--- config.mk ---
export PLATFORM = sky130hd
export DESIGN_NAME = mul_share_arbiter_flat
export DESIGN_NICKNAME = d
export VERILOG_FILES = /design/src/rtl/mul_share_arbiter_if.sv /design/src/rtl/mul_share_arbiter.sv /design/src/flat_wrapper.sv
export SDC_FILE = /design/constraint.sdc
export NUM_CORES = 1
export LEC_CHECK = 0
export BUFFER_PORTS_ARGS = -buffer_cell sky130_fd_sc_hd__buf_2
export CORE_MARGIN = 3
export CORE_UTILIZATION = 48
export CTS_BUF_LIST = sky130_fd_sc_hd__clkbuf_16
export CTS_CLUSTER_DIAMETER = 60
export DETAILED_ROUTE_END_ITERATION = 10
export PLACE_DENSITY = 0.78
export RECOVER_POWER = 100
export SKIP_LAST_GASP = 1
export SYNTH_ARGS = -nofsm -noshare
export SYNTH_HDL_FRONTEND = slang
export SYNTH_SLANG_ARGS = --single-unit
--- constraint.sdc ---
create_clock -name clock -period 2.5 [get_ports clock]
set_input_delay 0 -clock clock [delete_from_list [all_inputs] [get_ports clock]]
set_output_delay 0 -clock clock [all_outputs]
set_load 0.1 [all_outputs]
--- src/rtl/mul_share_arbiter_if.sv ---
// Request/response bus between requesters, the arbiter and one shared signed multiplier.
interface mul_share_arbiter_if #(
  parameter int unsigned N = 4,
  parameter int unsigned R = 4
);
  localparam int unsigned IDW = (R > 1) ? $clog2(R) : 1;

  logic [R-1:0]   req;
  logic [R*N-1:0] req_a;
  logic [R*N-1:0] req_b;
  logic [R-1:0]   ack;
  logic           resp_valid;
  logic [IDW-1:0] resp_id;
  logic [2*N-1:0] resp_product;
  logic           resp_err;
  logic           busy;
  logic           mul_start;
  logic [N-1:0]   mul_multiplicand;
  logic [N-1:0]   mul_multiplier;
  logic [2*N-1:0] mul_product;
  logic           mul_done;

  modport master (
    output req, req_a, req_b, mul_product, mul_done,
    input  ack, resp_valid, resp_id, resp_product, resp_err, busy,
           mul_start, mul_multiplicand, mul_multiplier
  );

  modport slave (
    input  req, req_a, req_b, mul_product, mul_done,
    output ack, resp_valid, resp_id, resp_product, resp_err, busy,
           mul_start, mul_multiplicand, mul_multiplier
  );
endinterface

--- src/rtl/mul_share_arbiter.sv ---
// Round-robin arbiter that time-shares one signed multiplier among R requesters,
// with a per-operation timeout on the multiplier's done signal.
module mul_share_arbiter #(
  parameter int unsigned N       = 4,
  parameter int unsigned R       = 4,
  parameter int unsigned TIMEOUT = 64
) (
  input  logic               clock,
  input  logic               reset,
  mul_share_arbiter_if.slave io_bus
);
  localparam int unsigned IDW = (R > 1) ? $clog2(R) : 1;
  localparam int unsigned CW  = $clog2(TIMEOUT + 1);
  localparam int unsigned PW  = 2 * N;

  typedef enum logic [1:0] {S_IDLE, S_ISSUE, S_WAIT, S_RESPOND} state_t;

  state_t         r_state, w_state_nxt;
  logic [IDW-1:0] r_ptr, w_ptr_nxt;
  logic [IDW-1:0] r_id, w_id_nxt;
  logic [CW-1:0]  r_cnt, w_cnt_nxt;
  logic [N-1:0]   r_a, w_a_nxt;
  logic [N-1:0]   r_b, w_b_nxt;
  logic [PW-1:0]  r_prod, w_prod_nxt;
  logic           r_err, w_err_nxt;

  logic [R-1:0]   r_ack;
  logic           r_resp_valid;
  logic [IDW-1:0] r_resp_id;
  logic [PW-1:0]  r_resp_product;
  logic           r_resp_err;
  logic           r_busy;
  logic           r_mul_start;

  logic           w_found;
  logic [IDW-1:0] w_pick;

  function automatic logic [IDW-1:0] wrap_add(input logic [IDW-1:0] base, input int unsigned off);
    int unsigned s;
    s = 32'(base) + off;
    if (s >= R) s = s - R;
    return IDW'(s);
  endfunction

  // First set request at or after the round-robin pointer.
  always_comb begin
    w_found = 1'b0;
    w_pick  = r_ptr;
    for (int unsigned k = 0; k < R; k++) begin
      if (!w_found && io_bus.req[wrap_add(r_ptr, k)]) begin
        w_found = 1'b1;
        w_pick  = wrap_add(r_ptr, k);
      end
    end
  end

  always_comb begin
    w_state_nxt = r_state;
    w_ptr_nxt   = r_ptr;
    w_id_nxt    = r_id;
    w_cnt_nxt   = r_cnt;
    w_a_nxt     = r_a;
    w_b_nxt     = r_b;
    w_prod_nxt  = r_prod;
    w_err_nxt   = r_err;
    case (r_state)
      S_IDLE: begin
        if (w_found) begin
          w_id_nxt    = w_pick;
          w_a_nxt     = io_bus.req_a[32'(w_pick)*N +: N];
          w_b_nxt     = io_bus.req_b[32'(w_pick)*N +: N];
          w_state_nxt = S_ISSUE;
        end
      end
      S_ISSUE: begin
        w_cnt_nxt   = '0;
        w_state_nxt = S_WAIT;
      end
      S_WAIT: begin
        if (io_bus.mul_done) begin
          w_prod_nxt  = io_bus.mul_product;
          w_err_nxt   = 1'b0;
          w_state_nxt = S_RESPOND;
        end else if (r_cnt == CW'(TIMEOUT - 1)) begin
          w_prod_nxt  = '0;
          w_err_nxt   = 1'b1;
          w_state_nxt = S_RESPOND;
        end else begin
          w_cnt_nxt = r_cnt + CW'(1);
        end
      end
      S_RESPOND: begin
        w_ptr_nxt   = wrap_add(r_id, 1);
        w_state_nxt = S_IDLE;
      end
      default: w_state_nxt = S_IDLE;
    endcase
  end

  // Outputs are registered from the next state so they line up with the state they describe.
  always_ff @(posedge clock) begin
    if (reset) begin
      r_state        <= S_IDLE;
      r_ptr          <= '0;
      r_id           <= '0;
      r_cnt          <= '0;
      r_a            <= '0;
      r_b            <= '0;
      r_prod         <= '0;
      r_err          <= 1'b0;
      r_ack          <= '0;
      r_resp_valid   <= 1'b0;
      r_resp_id      <= '0;
      r_resp_product <= '0;
      r_resp_err     <= 1'b0;
      r_busy         <= 1'b0;
      r_mul_start    <= 1'b0;
    end else begin
      r_state        <= w_state_nxt;
      r_ptr          <= w_ptr_nxt;
      r_id           <= w_id_nxt;
      r_cnt          <= w_cnt_nxt;
      r_a            <= w_a_nxt;
      r_b            <= w_b_nxt;
      r_prod         <= w_prod_nxt;
      r_err          <= w_err_nxt;
      r_ack          <= (w_state_nxt == S_RESPOND) ? (R'(1) << w_id_nxt) : '0;
      r_resp_valid   <= (w_state_nxt == S_RESPOND);
      r_resp_id      <= (w_state_nxt == S_RESPOND) ? w_id_nxt : '0;
      r_resp_product <= (w_state_nxt == S_RESPOND) ? w_prod_nxt : '0;
      r_resp_err     <= (w_state_nxt == S_RESPOND) ? w_err_nxt : 1'b0;
      r_busy         <= (w_state_nxt != S_IDLE);
      r_mul_start    <= (w_state_nxt == S_ISSUE);
    end
  end

  assign io_bus.ack              = r_ack;
  assign io_bus.resp_valid       = r_resp_valid;
  assign io_bus.resp_id          = r_resp_id;
  assign io_bus.resp_product     = r_resp_product;
  assign io_bus.resp_err         = r_resp_err;
  assign io_bus.busy             = r_busy;
  assign io_bus.mul_start        = r_mul_start;
  assign io_bus.mul_multiplicand = r_a;
  assign io_bus.mul_multiplier   = r_b;
endmodule

--- src/flat_wrapper.sv ---
// flat-port wrapper written by rule: the top's interface ports become plain ports
module mul_share_arbiter_flat 
#(
  parameter int unsigned N       = 4,
  parameter int unsigned R       = 4,
  parameter int unsigned TIMEOUT = 64
)
  (clock, reset, io_bus_req, io_bus_req_a, io_bus_req_b, io_bus_mul_product, io_bus_mul_done, io_bus_ack, io_bus_resp_valid, io_bus_resp_id, io_bus_resp_product, io_bus_resp_err, io_bus_busy, io_bus_mul_start, io_bus_mul_multiplicand, io_bus_mul_multiplier);
  mul_share_arbiter_if #(.N(N), .R(R)) io_bus_i ();
  input  logic clock;
  input  logic reset;
  input wire logic [$bits(io_bus_i.req)-1:0] io_bus_req;
  input wire logic [$bits(io_bus_i.req_a)-1:0] io_bus_req_a;
  input wire logic [$bits(io_bus_i.req_b)-1:0] io_bus_req_b;
  input wire logic [$bits(io_bus_i.mul_product)-1:0] io_bus_mul_product;
  input wire logic [$bits(io_bus_i.mul_done)-1:0] io_bus_mul_done;
  output wire logic [$bits(io_bus_i.ack)-1:0] io_bus_ack;
  output wire logic [$bits(io_bus_i.resp_valid)-1:0] io_bus_resp_valid;
  output wire logic [$bits(io_bus_i.resp_id)-1:0] io_bus_resp_id;
  output wire logic [$bits(io_bus_i.resp_product)-1:0] io_bus_resp_product;
  output wire logic [$bits(io_bus_i.resp_err)-1:0] io_bus_resp_err;
  output wire logic [$bits(io_bus_i.busy)-1:0] io_bus_busy;
  output wire logic [$bits(io_bus_i.mul_start)-1:0] io_bus_mul_start;
  output wire logic [$bits(io_bus_i.mul_multiplicand)-1:0] io_bus_mul_multiplicand;
  output wire logic [$bits(io_bus_i.mul_multiplier)-1:0] io_bus_mul_multiplier;
  assign io_bus_i.req = io_bus_req;
  assign io_bus_i.req_a = io_bus_req_a;
  assign io_bus_i.req_b = io_bus_req_b;
  assign io_bus_i.mul_product = io_bus_mul_product;
  assign io_bus_i.mul_done = io_bus_mul_done;
  assign io_bus_ack = io_bus_i.ack;
  assign io_bus_resp_valid = io_bus_i.resp_valid;
  assign io_bus_resp_id = io_bus_i.resp_id;
  assign io_bus_resp_product = io_bus_i.resp_product;
  assign io_bus_resp_err = io_bus_i.resp_err;
  assign io_bus_busy = io_bus_i.busy;
  assign io_bus_mul_start = io_bus_i.mul_start;
  assign io_bus_mul_multiplicand = io_bus_i.mul_multiplicand;
  assign io_bus_mul_multiplier = io_bus_i.mul_multiplier;
  mul_share_arbiter #(.N(N), .R(R), .TIMEOUT(TIMEOUT)) u_core (.clock(clock), .reset(reset), .io_bus(io_bus_i));
endmodule
==> flow_summary.toml <==
[clock_network]
cts.sinks = 48
cts_setup_buffers = 0
cts_tree = "done"
clockBufferDepth = 2
clk_pin_slew_ns = 0.07
cts_max_level = 2
numCtsBuffers = 5
clkLatencyLatePin_ns = 0.29
root_buffer = "clkbuf_16"

[worst_setup_path]
cpPeakStageDelay_ns = 0.52
arrival_ns = 2.34
rrSetupSlack_ns = 0.33
start_kind = "register"
r2r-end = "u_core.io_bus.ack[0]"
r2r_start = "u_core.r_cnt[0]"
cp_cell_sequence = "ha_1, and4b_1, a21o_1, o31ai_2, nand2b_1, and3b_1"
crit_required_ns = 2.68
crit_slowest_cell = "nand2b_1"
r2r_cells = 6
crit_fanout = 16
worst-setup-path-type = "reg2reg"
crit_path_start = "u_core.r_cnt[0]"
cp-end-kind = "register"

[placed_design]
place_congestion = 0.792
port_buffers = 72
hpwlAfterDp_mm = 3.24

[cells_and_area]
fin_util = 0.668
nets = 319
layout_common_cells = "dfxtp_1, buf_2, nor2_1, clkbuf_1"
syn2layout_area_growth_pct = 29.4
fillers = 300
antenna_cells = 0
final_common_cell = "dfxtp_1"
drive_gt1_frac = 0.263

[timing]
finalMaxSlewViolations = 0
fin_skew_ns = 0.00786
setup_viol_count_final = 0
setup_tns_ns = 0
whs_ns = 0.0348
slew_headroom = 0.211
period_needed_ns = 2.17
worstMarginPinSlew_ns = 1.19
fin_crit_sh = 0.866
hold_violations = 0
max_freq_mhz = 462
rsz0062_at_grt = "no"

[routing]
drt-initial-drc-count = 90
route.detailed.drc = 0
routed_wl_mm = 4.45
antenna_left = 0
post_drt_wl_per_cell_um = 14.2
viasPerCell = 5.29
drt_pass1_iterations = 4
dr_total_vias = 1661

[run_status]
status = "finished, final reports clean"

[power_and_ir_drop]
power_mw = 2.82
p_leak_nw = 1.04
p_per_area_nw_per_um2 = 1120
ir_drop_v = 0.000619

[floorplan]
dieArea_um2 = 4860
row_count = 22
coreArea_um2 = 3770
die_w_um = 69.7
fp.dieH_um = 69.7
initial_core_util = 0.516
ioPinCount = 73

[synthesis]
synth_largest_area_cell = "dfxtp_1"
synth_top_area_frac = 0.494
synth_fp_nets = 237
synth_cell_type_count = 41
ys_ff_latch = 48
yosys_warnings = 0
synth_area_um2 = 1950
syn_avg_cell_area_um2 = 10.6
synth.area.top_cells = "dfxtp_1, mux4_2, nor2_1"
seq_area_frac_synth = 0.494
synth_flop_cell = "dfxtp_1"
synth_edf_count = 0
synthCells = 184
async_reset_ff_frac = 0

[min_path]
hp-start = "io_bus_mul_done"
min_path_type = "in2reg"
worstHoldEndpoint = "u_core.r_cnt[6]"
min_path_cells = 3

[global_routing]
antenna_found_initial = 0
grt_max_degree = 23
grt_first_pass_wirelength_mm = 7.45
grt-ovfl-total = 0
grt_pass1_vias = 1631
grt_use_total = 0.194

[flow_run]
cap_violations = 0
-- critical path, delay by kind of cell, from the launching register on --
family                   cells  cell delay [ns]
flip-flops                   1             0.34
AO/OA/AOI/OAI                2             0.48
adder cells (fa/ha/maj)      1             0.25
AND/OR/NAND/NOR              3             0.99
-- flip-flops by register name (all words and copies together) (netlist names), 2 cells and up --
register / flops
u_core.io_bus.resp_product: 8
u_core.r_prod: 8
u_core.r_cnt: 7
u_core.io_bus.ack: 4
u_core.io_bus.mul_multiplicand: 4
u_core.io_bus.mul_multiplier: 4
u_core.io_bus.resp_id: 2
u_core.r_id: 2
u_core.r_ptr: 2
u_core.r_state: 2
-- layer usage --
metal,wire length [µm],track usage,vias up
met5,0,0,-
met4,59,0.0638,0
met3,256,0.0580,7
met2,2330,0.345,46
met1,1810,0.221,785
li1,-,-,823
-- cell type report --
cell class | instances | area (µm²) | area share
sequential | 48 | 961 | 0.381
multi-input combinational | 124 | 923 | 0.366
timing repair buffer | 81 | 415 | 0.165
clock buffer | 5 | 125 | 0.0497
tap | 48 | 60.1 | 0.0238
inverter | 6 | 22.5 | 0.00894
clock inverter | 2 | 12.5 | 0.00497
-- power breakdown --
part / switching (mW) / internal, mW
Combinational: 0.946 / 0.280
Sequential: 0.0692 / 0.890
Clock: 0.270 / 0.363
-- cells in the mapped netlist (2+ instances only) --
cell type / instances
a211oi_1: 3
a21oi_1: 4
a21oi_2: 2
a22o_1: 8
a22oi_1: 8
and2_1: 2
buf_2: 2
clkbuf_1: 3
dfxtp_1: 48
ha_1: 6
inv_1: 6
mux4_2: 8
nand2_1: 4
nand2_2: 2
nand2b_1: 2
nor2_1: 37
nor2b_1: 4
nor3_1: 3
nor3b_1: 3
o2111ai_1: 2
o21ai_0: 4
xor2_1: 4
-- worst max path at each step --
| stage | end | slack, ns |
|---|---|---|
| 2_1_floorplan | u_core.io_bus.resp_id[1] | 0.69 |
| 3_3_place_gp | u_core.io_bus.ack[0] | 0.38 |
| 3_5_place_dp | u_core.io_bus.ack[0] | 0.30 |
| 4_1_cts | u_core.io_bus.ack[0] | 0.29 |
| 5_1_grt | u_core.io_bus.ack[0] | 0.15 |
| 6_report | u_core.io_bus.ack[0] | 0.33 |
-- cell families (layout without fill, tap and decap cells) --
logic type | Yosys count | count (layout) | share of synthesized area
AO/OA/AOI/OAI | 39 | 39 | 0.160
XOR/XNOR | 5 | 5 | 0.0225
adder cells (fa/ha/maj) | 6 | 6 | 0.0386
buffers and inverters | 12 | 94 | 0.0244
flip-flops | 48 | 48 | 0.494
multiplexers | 8 | 8 | 0.0925
AND/OR/NAND/NOR | 66 | 66 | 0.168
-- metrics by stage --
stage	instance area [µm²]	cells	setup WS, ns
3_3_place_gp	2350	299	0.376
2_1_floorplan	1950	184	0.686
6_report	2520	314	0.335
3_5_place_dp	2350	299	0.297
4_1_cts	2570	314	0.288
5_1_grt	2520	314	0.148
-- timing repair --
action	in CTS	in global routing
hold buffers	8	0
endpoints found under the hold margin	15	0
gates resized for setup	0	0
(Power assumes the default switching activity.)
